==> src/rtl/sobel_window_fetch.sv <==
// Fetches the new pixels of a 3x3 Sobel window after each load/move of the
// window address generator, keeping retained pixels and issuing one read at a time.
module sobel_window_fetch #(
  parameter int ADDR_W = 16,
  parameter int PIX_W  = 8
) (
  input  logic                 clk,
  input  logic                 n_reset,
  input  logic [ADDR_W-1:0]    center_addr,
  input  logic [1:0]           direction,
  input  logic [11:0]          length,
  input  logic                 load_initial,
  input  logic                 step,
  output logic                 mem_ren,
  output logic [ADDR_W-1:0]    mem_addr,
  input  logic [PIX_W-1:0]     mem_rdata,
  input  logic                 mem_rvalid,
  output logic [9*PIX_W-1:0]   window,
  output logic                 window_valid,
  output logic                 busy,
  output logic                 err
);

  localparam logic [ADDR_W-1:0] ONE = {{(ADDR_W-1){1'b0}}, 1'b1};

  typedef enum logic [1:0] {IDLE, ISSUE, WAIT} state_t;
  typedef enum logic [1:0] {FETCH_ALL, FETCH_COL2, FETCH_COL0, FETCH_ROW2} mode_t;

  state_t            state, state_nx;
  mode_t             mode;
  logic [ADDR_W-1:0] c_lat, l_lat;
  logic [3:0]        idx, idx3, slot, last_idx;
  logic              discard;
  logic [PIX_W-1:0]  pix [9];

  logic accept_load, accept_step, wr_pix, done, set_discard, clr_discard, set_err;

  function automatic logic [ADDR_W-1:0] slot_addr(input logic [3:0]        s,
                                                  input logic [ADDR_W-1:0] c,
                                                  input logic [ADDR_W-1:0] l);
    logic [ADDR_W-1:0] row_base;
    logic [ADDR_W-1:0] a;
    case (s)
      4'd0, 4'd1, 4'd2: row_base = c - l;
      4'd3, 4'd4, 4'd5: row_base = c;
      default:          row_base = c + l;
    endcase
    case (s)
      4'd0, 4'd3, 4'd6: a = row_base - ONE;
      4'd1, 4'd4, 4'd7: a = row_base;
      default:          a = row_base + ONE;
    endcase
    return a;
  endfunction

  // Fetch-list entry idx maps to a window slot according to the move kind
  always_comb begin
    idx3 = {1'b0, idx[1:0], 1'b0} + {2'b00, idx[1:0]};
    case (mode)
      FETCH_ALL:  slot = idx;
      FETCH_COL2: slot = idx3 + 4'd2;
      FETCH_COL0: slot = idx3;
      default:    slot = idx + 4'd6;
    endcase
    last_idx = (mode == FETCH_ALL) ? 4'd8 : 4'd2;
  end

  assign busy = (state != IDLE);
  assign set_err = step && !load_initial && ((state != IDLE) || (direction == 2'b00));

  always_comb begin
    state_nx    = state;
    accept_load = 1'b0;
    accept_step = 1'b0;
    wr_pix      = 1'b0;
    done        = 1'b0;
    set_discard = 1'b0;
    clr_discard = 1'b0;
    mem_ren     = 1'b0;
    mem_addr    = '0;
    case (state)
      IDLE: begin
        if (load_initial) begin
          accept_load = 1'b1;
          state_nx    = ISSUE;
        end else if (step && (direction != 2'b00)) begin
          accept_step = 1'b1;
          state_nx    = ISSUE;
        end
      end
      ISSUE: begin
        mem_ren  = 1'b1;
        mem_addr = slot_addr(slot, c_lat, l_lat);
        state_nx = WAIT;
        // The read strobed this cycle is still owed a response after an abort
        if (load_initial) begin
          accept_load = 1'b1;
          set_discard = 1'b1;
        end
      end
      WAIT: begin
        if (load_initial) begin
          accept_load = 1'b1;
          if (mem_rvalid) state_nx = ISSUE;
          else            set_discard = 1'b1;
        end else if (mem_rvalid) begin
          if (discard) begin
            clr_discard = 1'b1;
            state_nx    = ISSUE;
          end else begin
            wr_pix = 1'b1;
            if (idx == last_idx) begin
              done     = 1'b1;
              state_nx = IDLE;
            end else begin
              state_nx = ISSUE;
            end
          end
        end
      end
      default: state_nx = IDLE;
    endcase
  end

  always_ff @(posedge clk or negedge n_reset) begin
    if (!n_reset) state <= IDLE;
    else          state <= state_nx;
  end

  always_ff @(posedge clk or negedge n_reset) begin
    if (!n_reset) begin
      c_lat        <= '0;
      l_lat        <= '0;
      mode         <= FETCH_ALL;
      idx          <= '0;
      discard      <= 1'b0;
      window_valid <= 1'b0;
      err          <= 1'b0;
      for (int i = 0; i < 9; i++) pix[i] <= '0;
    end else begin
      if (set_err) err <= 1'b1;
      if (accept_load || accept_step) begin
        c_lat        <= center_addr;
        l_lat        <= ADDR_W'(length);
        idx          <= '0;
        window_valid <= 1'b0;
      end
      if (accept_load) begin
        mode    <= FETCH_ALL;
        discard <= set_discard;
      end else if (clr_discard) begin
        discard <= 1'b0;
      end
      // Retained pixels move at the accept edge; vacated slots keep stale data
      if (accept_step) begin
        case (direction)
          2'b01: begin
            mode <= FETCH_COL2;
            for (int r = 0; r < 3; r++) begin
              pix[3*r]   <= pix[3*r+1];
              pix[3*r+1] <= pix[3*r+2];
            end
          end
          2'b10: begin
            mode <= FETCH_COL0;
            for (int r = 0; r < 3; r++) begin
              pix[3*r+2] <= pix[3*r+1];
              pix[3*r+1] <= pix[3*r];
            end
          end
          default: begin
            mode <= FETCH_ROW2;
            for (int c = 0; c < 3; c++) begin
              pix[c]   <= pix[3+c];
              pix[3+c] <= pix[6+c];
            end
          end
        endcase
      end
      if (wr_pix) begin
        pix[slot] <= mem_rdata;
        idx       <= idx + 4'd1;
        if (done) window_valid <= 1'b1;
      end
    end
  end

  always_comb begin
    window = '0;
    for (int i = 0; i < 9; i++) window[i*PIX_W +: PIX_W] = pix[i];
  end

endmodule

==> config.mk <==
export PLATFORM = sky130hd
export DESIGN_NAME = sobel_window_fetch
export DESIGN_NICKNAME = d
export VERILOG_FILES = /design/src/rtl/sobel_window_fetch.sv
export SDC_FILE = /design/constraint.sdc
export NUM_CORES = 1
export LEC_CHECK = 0
export CAP_MARGIN = 15
export CORE_MARGIN = 2
export CORE_UTILIZATION = 44
export CTS_BUF_LIST = sky130_fd_sc_hd__clkbuf_8
export CTS_CLUSTER_DIAMETER = 100
export DETAILED_ROUTE_END_ITERATION = 10
export MAX_ROUTING_LAYER = met4
export PLACE_DENSITY = 0.68
export SYNTH_ARGS = -nofsm -noshare
export SYNTH_HDL_FRONTEND = slang
export SYNTH_SLANG_ARGS = --single-unit
==> constraint.sdc <==
create_clock -name clk -period 15.6 [get_ports clk]
set_input_delay 3.12 -clock clk [delete_from_list [all_inputs] [get_ports clk]]
set_output_delay 3.12 -clock clk [all_outputs]
set_load 0.01 [all_outputs]
Yosys cells after proc, flatten, opt, wreduce, memory -nomap -nowiden
Index checks and enable logic that the tools add are counted.
{ "word_totals": {"ff_bits": 111, "inputBits": 43, "wordCells": 126} }
{ "classes": {"add_sub_neg": 8, "n_lt_le_gt_ge": 2, "n_eq_ne": 16, "muxes": 60, "bitwise_logic": 1, "reduce_logical": 22} }
{ "ops": {"columns": ["operator", "n"], "rows": [
  ["two-way mux 72 bit", 2],
  ["case mux 8 bit (2 select lines)", 7],
  ["bitwise mux 72 bit", 1],
  ["case mux 16 bit (2 select lines)", 2],
  ["demux 8 bit (select 4 bit)", 1],
  ["two-way mux 16 bit", 2],
  ["two-way mux 1 bit", 28],
  ["two-way mux 8 bit", 3],
  ["adder 16 x 1 -> 16 bit (second input constant)", 1],
  ["adder 16 x 12 -> 16 bit", 1],
  ["equality test 4 x 3 -> 1 bit (second input constant)", 4],
  ["subtractor 16 x 1 -> 16 bit (second input constant)", 1],
  ["subtractor 16 x 12 -> 16 bit", 1],
  ["OR reduction 3 bit", 5],
  ["two-way mux 2 bit", 7],
  ["two-way mux 4 bit", 3],
  ["case mux 4 bit (3 select lines)", 1],
  ["nonzero test 2 bit", 5],
  ["equality test 4 x 2 -> 1 bit (second input constant)", 2],
  ["equality test 2 x 1 -> 1 bit (second input constant)", 3],
  ["equality test 2 bit (second input constant)", 3],
  ["logical NOT 2 bit", 3],
  ["case mux 2 bit (3 select lines)", 1],
  [">= comparator 5 bit (second input constant)", 1],
  ["17 further kinds", 21]
]} }

Longest topological paths before layout
Gate-level depths: netlist of run 1.
{ "depth": {"ltp_word": 10, "depth_mapped": 26, "mapped_depth_nobuf": 25} }

Least setup slack after synthesis of run 1
Ideal clock, no wire load.
{ "synth_path": {"kind": "reg2out", "startpoint": "reg idx[0]", "endpoint": "out mem_addr[15]", "arrival_time_ns": 5.922, "required_ns": 12.480, "slack_ns": 6.558, "stages_incl_launch_ff": 26, "n_path_buf": 1, "cell_sequence": "dfrtp_1 inv_1 ha_1 mux2_2 o211ai_1 o211ai_1 clkbuf_1 nor2_1 a21oi_1 fa_1 a21o_1 a21oi_1 o21bai_1 a2111oi_0 o311a_1 nor3_1 xnor2_1 o21ai_0 ha_1 or2_2 o311ai_0 a22oi_1 nand3b_1 nor4_1 a2111oi_1 nand4_1"} }
{ "synth_via": {"elab_chain_len": 10, "word_cells_on_any_way": 22, "classes_between": "5 x add/sub; 7 x eq/ne; 5 x mux; 5 x reduce/logical"} }
{ "synth_rtl": {"columns": ["item", "line", "rtl"], "rows": [
  ["start: declaration", "32", "logic [3:0] idx, idx3, slot, last_idx;"],
  ["start signal: assignment", "182", "idx <= idx + 4'd1;"],
  ["adder 3 x 2 -> 4 bit", "58", "idx3 = {1'b0, idx[1:0], 1'b0} + {2'b00, idx[1:0]};"],
  ["adder 4 x 2 -> 4 bit", "61", "FETCH_COL2: slot = idx3 + 4'd2;"],
  ["case mux 4 bit (3 select lines) (*)", "59", "case (mode)"],
  ["equality test 4 x 3 -> 1 bit, or another cell as far along", "43, 48", null],
  ["OR reduction 3 bit", "43", "case (s)"],
  ["case mux 16 bit (2 select lines)", "43", null],
  ["two-way mux 16 bit", "81", "case (state)"],
  ["adder 16 x 1 -> 16 bit or subtractor 16 x 1 -> 16 bit (tied branches)", "51, 49", null],
  ["case mux 16 bit (2 select lines) (*)", "48", "case (s)"],
  ["two-way mux 16 bit (*)", "81", null],
  ["end: declaration", "15", "output logic [ADDR_W-1:0] mem_addr,"]
]} }
Every way passes the cells marked *; elsewhere a longest branch is shown, timed or not. The select of a mux whose other input is x is not followed.

Worst setup path after layout of run 1
Same ends and word-level chain as after synthesis.

==> flow_metrics.py, run 1 <==
metrics = {
    "setup_path": {
        "critPathArrivalTime_ns": 7.82,
        "cp_slowest_cell": "dfrtp_1",
        "rr_endpoint": "window[34]",
        "cp_top_family": "compound AO/OA/AOI/OAI gates",
        "cp.required_ns": 12.48,
        "r2r-start": "idx[0]",
        "path_class": "register to output port",
        "rr_worst_depth": 9,
        "cp_max_fo": 18,
        "r2r_slack_ns": 11.80,
        "cp-end-kind": "output port",
        "critPathLaunchType": "register",
        "cp_num_buf_inv": 3,
        "slowest_delay_ns": 0.74,
    },
    "clocking": {
        "post_cts_resized": 0,
        "hold_buffers": 0,
        "cts_tree": "done",
        "clockBufferDepth": 2,
        "h-tree-depth": 3,
        "cts-root-buf": "clkbuf_8",
        "clk_latency_ns": 0.41,
        "cts_buffers": 9,
        "clk_pin_slew_ns": 0.10,
        "postCtsSetupBuffers": 0,
        "numClockSinks": 111,
    },
    "power": {
        "internal_power_mw": 1.36,
        "ir_drop_v": 0.000132,
        "powerDensity_mw_per_mm2": 256,
        "power_switching_share_pct": 47.2,
        "power_mw": 2.57,
        "p_comb_share_pct": 70.3,
        "p_leak_nw": 4.06,
        "pwr-share-seq_pct": 21.9,
        "clkPwrFrac_pct": 7.8,
        "power_switching_mw": 1.21,
    },
    "routing": {
        "ant_nets": 0,
        "drc": 0,
        "drt-vias-per-instance": 5.97,
        "wirelength_mm": 24.5,
        "routed-via-count": 7982,
        "avgRoutedWirePerCell_um": 18.3,
        "first_pass_iters": 5,
        "drt_iter0_drc": 638,
    },
    "logic_synthesis": {
        "synthesis.nets": 1104,
        "ys_types": 70,
        "synth-edff-count": 0,
        "seq_area_frac_synth_pct": 33.3,
        "ys_warn_count": 0,
        "synthFlopType": "dfrtp_1",
        "ys_ff_latch": 111,
        "synth_cells": 1012,
        "async_flop_share_pct": 100,
        "post_synth.cell_area_avg_um2": 8.25,
        "netlist_area_mm2": 0.00835,
    },
    "min_path": {
        "min_path_type": "register to register",
        "min_path_cells": 1,
        "whs_endpoint": "err",
        "hp-start": "err",
    },
    "timing": {
        "period_minus_slack_ns": 10.94,
        "holdWs_ns": 0.486,
        "setup_viol": 0,
        "timing_hold_violations_final": 0,
        "tightest_slew_ns": 1.07,
        "max_freq_mhz": 91.4,
        "skew_ns": 0.0179,
        "rsz0062_at_grt": "no",
        "report.final.slew_viol_count": 0,
        "relSlewSlack_pct": 28.5,
        "setup_tns_ns": 0,
        "post-route-period-util_pct": 70.1,
    },
    "global_route": {
        "grt_use_total_pct": 25.3,
        "grt_pass1_wl_mm": 39.6,
        "grt_max_degree": 100,
        "grt_overflow": 0,
        "grt_antenna_before_repair": 0,
        "grt_pass1_vias": 7575,
    },
    "layout": {
        "fillCellCount": 1770,
        "drive_gt1_share_pct": 7.07,
        "syn_to_final_growth_pct": 20.4,
        "instances_no_fill": 1338,
        "layout_common_cells": "133 x clkdlybuf4s50_1, 117 x nor2_1, 111 x dfrtp_1, 101 x nand2_1, 95 x a21oi_1",
        "multi_input_area_mm2": 0.00521,
        "final-seq-area_mm2": 0.00278,
        "final_nets": 1192,
        "diodes": 0,
        "final_common_cell": "clkdlybuf4s50_1",
        "post-route-util_pct": 53.9,
    },
    "floorplanning": {
        "dieArea_mm2": 0.0201,
        "initial_core_util_pct": 44.8,
        "num_io_pins": 135,
        "die_x_um": 142,
        "rows": 50,
        "core_mm2": 0.0186,
        "die_h_um": 142,
    },
    "placement": {
        "dp_cells": 1322,
        "post-dp-hpwl_mm": 17.3,
        "place_congestion": 0.910,
        "io_buffers": 134,
    },
    "job": {
        "drv_cap": 0,
    },
    "status": {
        "status": "completed",
    },
}
[cells in the mapped netlist, types with 4 or more instances]
library cell | instances | area, um^2
inv_1 | 30 | 113
a21boi_0 | 5 | 37.5
o211ai_1 | 7 | 52.6
nor2b_1 | 10 | 62.6
clkbuf_1 | 59 | 221
nand2_1 | 101 | 379
a211oi_1 | 60 | 450
or3_1 | 4 | 25.0
nor2_1 | 117 | 439
o21a_1 | 8 | 60.1
nor4_1 | 4 | 25.0
xnor2_1 | 17 | 149
nor3_1 | 24 | 120
a21oi_1 | 95 | 475
a22oi_1 | 58 | 435
o22ai_1 | 4 | 25.0
o31ai_1 | 6 | 45.0
mux2i_1 | 19 | 190
a21o_1 | 8 | 60.1
buf_2 | 4 | 20.0
xor2_1 | 16 | 140
nand3_1 | 16 | 80.1
mux2_2 | 28 | 315
and3_1 | 7 | 43.8
o21bai_1 | 6 | 45.0
dfrtp_1 | 111 | 2780
o21ai_0 | 75 | 375
or2_2 | 5 | 31.3
ha_1 | 47 | 588
[how the worst max path moves through the flow]
stage / from / cells after the start / slack (ns) / endpoint
2_1_floorplan: idx[0] / 25 / 6.56 / mem_addr[15]
3_3_place_gp: idx[0] / 26 / 5.28 / mem_addr[15]
3_5_place_dp: idx[0] / 26 / 5.13 / mem_addr[15]
4_1_cts: idx[0] / 26 / 4.65 / mem_addr[15]
5_1_grt: idx[0] / 26 / 3.96 / mem_addr[15]
6_report: idx[0] / 26 / 4.66 / mem_addr[15]
[area by class of cell]
class | count | area share (%)
Clock buffer | 9 | 1.23
Clock inverter | 6 | 0.921
Inverter | 31 | 1.16
Multi-Input combinational cell | 802 | 51.9
Sequential cell | 111 | 27.6
Tap cell | 234 | 2.91
Timing Repair Buffer | 145 | 14.3
[cell families after synthesis]
family / synth area share [%]
AO/OA/AOI/OAI: 28.3
XOR/XNOR: 3.46
adder cells (fa/ha/maj): 7.53
buffers and inverters: 4.77
flip-flops: 33.3
multiplexers: 6.91
AND/OR/NAND/NOR: 15.8
[metal layers]
layer | track usage [%] | vias up | part of all wire, % | wire (um)
met3 | 5.06 | 36 | 6.0 | 1480
met2 | 41.6 | 217 | 48 | 11700
li1 | - | 3870 | - | -
met1 | 32.3 | 3859 | 45 | 10900
met5 | - | - | 0 | 0
met4 | 6.32 | 0 | 1.8 | 448
[power groups by stage]
stage,logic [mW],clock network [mW],registers (mW)
final,1.81,0.200,0.562
after global routing,2.01,0.216,0.578
after floorplan,1.18,0,0.548
after global placement,1.76,0,0.568
after detailed placement,1.79,0,0.564
after CTS,1.80,0.206,0.561
[flip-flops by register name (all words and copies together), names as in the netlist]
register      flops
c_lat            16
discard           1
err               1
idx               4
l_lat            12
mode              2
state             2
window           72
window_valid      1
[per-stage QoR]
step | area (um^2) | setup slack, ns
2_1_floorplan | 8350 | 6.56
3_3_place_gp | 9810 | 5.28
3_5_place_dp | 9810 | 5.13
4_1_cts | 10000 | 4.65
5_1_grt | 10100 | 3.96
6_report | 10100 | 4.66
No activity file was read; power rests on OpenSTA's default activity.
==> run 2: changes to the inputs <==
- clock period: 15.6 -> 10.5 ns (I/O delays scaled with it)
==> run 2 against run 1 <==
Non-clock buffer count grew 1. Wire length rose by 0.73%. Sequential cell count stayed put. Critical path type unchanged. Largest cell class unchanged. Largest power group unchanged. Highest routed layer unchanged.
==> flow_metrics.py, run 2 (same netlist as run 1, synthesis figures left out) <==
metrics = {
    "clocking": {
        "post_cts_resized": 0,
        "postCtsSetupBuffers": 0,
        "cts-root-buf": "clkbuf_8",
        "hold_buffers": 0,
        "numClockSinks": 111,
        "clk_pin_slew_ns": 0.11,
        "clockBufferDepth": 2,
        "cts_buffers": 9,
        "cts_tree": "done",
        "clk_latency_ns": 0.41,
        "h-tree-depth": 3,
    },
    "placement": {
        "place_congestion": 0.915,
        "post-dp-hpwl_mm": 17.4,
        "io_buffers": 134,
    },
    "routing": {
        "drt-vias-per-instance": 5.95,
        "wirelength_mm": 24.7,
        "drt_iter0_drc": 571,
        "avgRoutedWirePerCell_um": 18.4,
        "routed-via-count": 7976,
        "ant_nets": 0,
        "drc": 0,
        "first_pass_iters": 5,
    },
    "min_path": {
        "min_path_type": "register to register",
    },
    "setup_path": {
        "cp-end-kind": "output port",
        "cp_slowest_cell": "a2111oi_0",
        "critPathArrivalTime_ns": 7.72,
        "cp.required_ns": 8.40,
        "cp_top_family": "compound AO/OA/AOI/OAI gates",
        "crit_top_cell": "ha_1",
        "cp_num_buf_inv": 4,
        "path_class": "register to output port",
        "cp_max_fo": 18,
        "slowest_delay_ns": 0.83,
        "critPathLaunchType": "register",
    },
    "timing": {
        "relSlewSlack_pct": 28.8,
        "report.final.slew_viol_count": 0,
        "period_minus_slack_ns": 9.82,
        "post-route-period-util_pct": 93.5,
        "rsz0062_at_grt": "no",
        "tightest_slew_ns": 1.06,
        "timing_hold_violations_final": 0,
        "max_freq_mhz": 102,
        "setup_viol": 0,
        "setup_tns_ns": 0,
        "skew_ns": 0.0302,
    },
    "global_route": {
        "gr-usage-met1_pct": 32.8,
        "grt_max_degree": 100,
        "grt_antenna_before_repair": 0,
        "grt_overflow": 0,
        "grt_pass1_vias": 7474,
        "grt_use_met3_pct": 4.93,
        "grt_use_met2_pct": 41.7,
        "busiest_layer": "met2",
        "grt_pass1_wl_mm": 39.8,
        "grt_use_total_pct": 25.4,
    },
    "power": {
        "power_mw": 3.80,
        "powerDensity_mw_per_mm2": 378,
        "p_leak_nw": 4.05,
        "ir_drop_v": 0.000216,
    },
    "floorplanning": {
        "rows": 50,
        "die_h_um": 142,
        "core_mm2": 0.0186,
        "die_x_um": 142,
        "num_io_pins": 135,
        "initial_core_util_pct": 44.8,
        "dieArea_mm2": 0.0201,
    },
    "layout": {
        "largest_reg_flops": 72,
        "drive_gt1_share_pct": 7.32,
        "layout_common_cells": "133 x clkdlybuf4s50_1, 117 x nor2_1, 111 x dfrtp_1, 101 x nand2_1, 95 x a21oi_1",
        "final_common_cell": "clkdlybuf4s50_1",
        "diodes": 0,
        "final_nets": 1193,
        "syn_to_final_growth_pct": 20.4,
        "post-route-util_pct": 53.9,
    },
    "status": {
        "status": "completed",
    },
    "job": {
        "drv_cap": 0,
    },
}
-- run 2: area by class of cell --
| cell class | instances | area (um^2) |
|---|---|---|
| flip-flops and latches | 111 | 2780 |
| inverters | 31 | 116 |
| clock buffers | 9 | 124 |
| repair buffers | 146 | 1440 |
| multi-input cells | 802 | 5210 |
| well taps | 234 | 293 |
| fillers | 1803 | 8590 |
| clock inverters | 7 | 82.6 |
-- run 2: worst paths after layout --
kind	startpoint	to	slack (ns)	cells after the start
max in group asynchronous	n_reset	window[25]	7.48	2
min reg2reg	err	err	0.48	1
min	err	err	0.48	1
min in group asynchronous	n_reset	l_lat[11]	1.65	1
max reg2reg	idx[0]	window[33]	7.06	10
max	idx[0]	mem_addr[15]	0.68	27
-- run 2: layer usage --
layer / vias up / routed length, um
li1: 3868 / -
met1: 3826 / 11000
met2: 248 / 11900
met3: 34 / 1380
met4: 0 / 440
met5: - / 0
-- run 2: per-stage QoR --
stage,std cells,worst slack (ns),instance area [um^2],hold WS (ns)
CTS,1339,0.683,10000,0.484
global placement,1323,1.49,9820,0.452
global route,1340,0.106,10000,0.512
finish,1340,0.683,10000,0.480
floorplan,1012,2.48,8350,0.498
detailed placement,1323,1.17,9820,0.453
-- run 2: where the power goes --
| group | total [mW] | switching, mW | internal (mW) |
|---|---|---|---|
| Combinational | 2.70 | 1.41 | 1.29 |
| Sequential | 0.833 | 0.240 | 0.592 |
| Clock | 0.274 | 0.178 | 0.0960 |
| Total | 3.80 | 1.83 | 1.98 |
==> run 3: changes to the inputs <==
- CAP_MARGIN: 15 -> 40
- RECOVER_POWER: not set -> 25
==> run 3 against run 2 <==
The run now ends with capacitance limit, slew limit left. Power about the same. Non-clock buffer count grew 2. Wire length fell by 0.61%. Hold slack about the same. Fmax increased by 0.12%. Utilization is 0.087 points higher. Critical path type unchanged. Largest cell class unchanged. Highest routed layer unchanged.
==> flow_metrics.py, run 3 (same netlist as run 1, synthesis figures left out) <==
metrics = {
    "status": {
        "status": "finished, violations left",
        "violations": "capacitance limit, slew limit",
    },
    "global_route": {
        "busiest_layer": "met2",
        "grt_pass1_vias": 7600,
        "grt_overflow": 0,
        "grt_antenna_before_repair": 0,
        "grt_max_degree": 72,
        "grt_use_met3_pct": 4.72,
        "grt_use_met2_pct": 41.2,
        "grt_use_total_pct": 25.4,
        "grt_pass1_wl_mm": 39.8,
        "gr-usage-met1_pct": 32.2,
    },
    "clocking": {
        "post_cts_resized": 0,
        "postCtsSetupBuffers": 0,
        "cts_tree": "done",
        "hold_buffers": 0,
        "cts_buffers": 9,
        "numClockSinks": 111,
        "clk_latency_ns": 0.42,
        "clk_pin_slew_ns": 0.11,
        "h-tree-depth": 3,
        "clockBufferDepth": 2,
        "cts-root-buf": "clkbuf_8",
    },
    "setup_path": {
        "cp-endpoint": "mem_addr[15]",
        "cp_max_fo": 18,
        "path_class": "register to output port",
        "cp-end-kind": "output port",
        "rr_worst_depth": 10,
        "r2r_slack_ns": 7.06,
        "rr_endpoint": "window[33]",
        "startpoint": "idx[0]",
        "cp.required_ns": 8.40,
        "critPathLaunchType": "register",
        "critPathArrivalTime_ns": 7.71,
        "r2r-start": "idx[0]",
    },
    "layout": {
        "final_common_cell": "clkdlybuf4s50_1",
        "final_nets": 1195,
        "largest_reg_flops": 72,
        "drive_gt1_share_pct": 7.22,
        "layout_common_cells": "133 x clkdlybuf4s50_1, 117 x nor2_1, 111 x dfrtp_1, 101 x nand2_1, 95 x a21oi_1",
        "diodes": 0,
        "post-route-util_pct": 54.0,
        "syn_to_final_growth_pct": 20.6,
    },
    "timing": {
        "skew_ns": 0.0343,
        "timing_hold_violations_final": 0,
        "setup_tns_ns": 0,
        "post-route-period-util_pct": 93.4,
        "report.final.slew_viol_count": 106,
        "worst_slack_ns": 0.694,
        "max_freq_mhz": 102,
        "period_minus_slack_ns": 9.81,
        "tightest_slew_ns": 3.57,
        "rsz0062_at_grt": "no",
        "setup_viol": 0,
        "relSlewSlack_pct": -138,
    },
    "placement": {
        "post-dp-hpwl_mm": 17.5,
        "post-place-ws_ns": 1.17,
        "place_congestion": 0.915,
        "io_buffers": 134,
    },
    "routing": {
        "drt-vias-per-instance": 5.97,
        "first_pass_iters": 5,
        "wirelength_mm": 24.6,
        "avgRoutedWirePerCell_um": 18.3,
        "ant_nets": 0,
        "drc": 0,
        "drt_iter0_drc": 479,
        "routed-via-count": 8014,
    },
    "floorplanning": {
        "die_h_um": 142,
        "num_io_pins": 135,
        "dieArea_mm2": 0.0201,
        "rows": 50,
        "core_mm2": 0.0186,
        "initial_core_util_pct": 44.8,
        "die_x_um": 142,
    },
    "min_path": {
        "min_path_cells": 1,
        "min_path_type": "register to register",
    },
    "power": {
        "powerDensity_mw_per_mm2": 378,
        "p_leak_nw": 4.05,
        "ir_drop_v": 0.000216,
    },
    "job": {
        "drv_cap": 2,
    },
}
## run 3: cell types whose count changed in the layout (fill, tap and decap cells not counted), sizes merged
| cell | previous run | this run |
|---|---|---|
| buf | 13 | 12 |
| clkbuf | 9 | 12 |
| inv | 34 | 35 |
| clkinv | 3 | 2 |
## run 3: worst min-delay path by stage
| stage | start | endpoint |
|---|---|---|
| after detailed placement | err | err |
| after global placement | err | err |
| after global routing | err | err |
| after CTS | err | err |
| after floorplan | idx[3] | idx[3] |
| final | err | err |
## run 3: critical path, cell delays in order, from the launching register on
cell and delay [ns]:
dfrtp_1 0.34, buf_4 0.23, inv_1 0.18, ha_1 0.34, mux2_2 0.36, o211ai_1 0.30, o211ai_1 0.16, buf_4 0.22
nor2b_1 0.16, xnor2_1 0.13, ha_1 0.34, a21o_1 0.20, a21oi_1 0.23, o21bai_1 0.13, a2111oi_0 0.82, o311a_1 0.28
nor3_1 0.06, xnor2_1 0.13, o21ai_0 0.30, ha_1 0.33, or2_2 0.33, o311ai_0 0.31, a22oi_1 0.19, nand3b_1 0.14
nor4_1 0.06, a2111oi_1 0.43, nand4_1 0.15, clkdlybuf4s50_1 0.50
## run 3: final cells by class
class	instances	area, um^2
Clock buffer	9	124
Clock inverter	7	82.6
Fill cell	1773	8580
Inverter	31	116
Multi-Input combinational cell	802	5210
Sequential cell	111	2780
Tap cell	234	293
Timing Repair Buffer	148	1460
## run 3: where the power goes
part / leakage (nW) / total (mW) / switching (mW) / internal [mW]
sequential: 1.39 / 0.832 / 0.240 / 0.593
combinational: 2.56 / 2.69 / 1.40 / 1.29
clock: 0.101 / 0.275 / 0.179 / 0.0964
total: 4.05 / 3.80 / 1.82 / 1.98
## run 3: metal layers
metal / up-vias / wire length (um)
li1: 3865 / -
met1: 3840 / 10700
met2: 262 / 11700
met3: 47 / 1520
met4: 0 / 604
met5: - / 0
## run 3: through the flow
step | area, um^2 | hold WS, ns | cells | total power, mW
finish | 10100 | 0.481 | 1342 | 3.80
global route | 10100 | 0.493 | 1342 | 4.13
CTS | 10100 | 0.486 | 1342 | 3.78
detailed placement | 9890 | 0.456 | 1326 | 3.49
global placement | 9820 | 0.452 | 1323 | 3.46
floorplan | 8350 | 0.498 | 1012 | 2.57
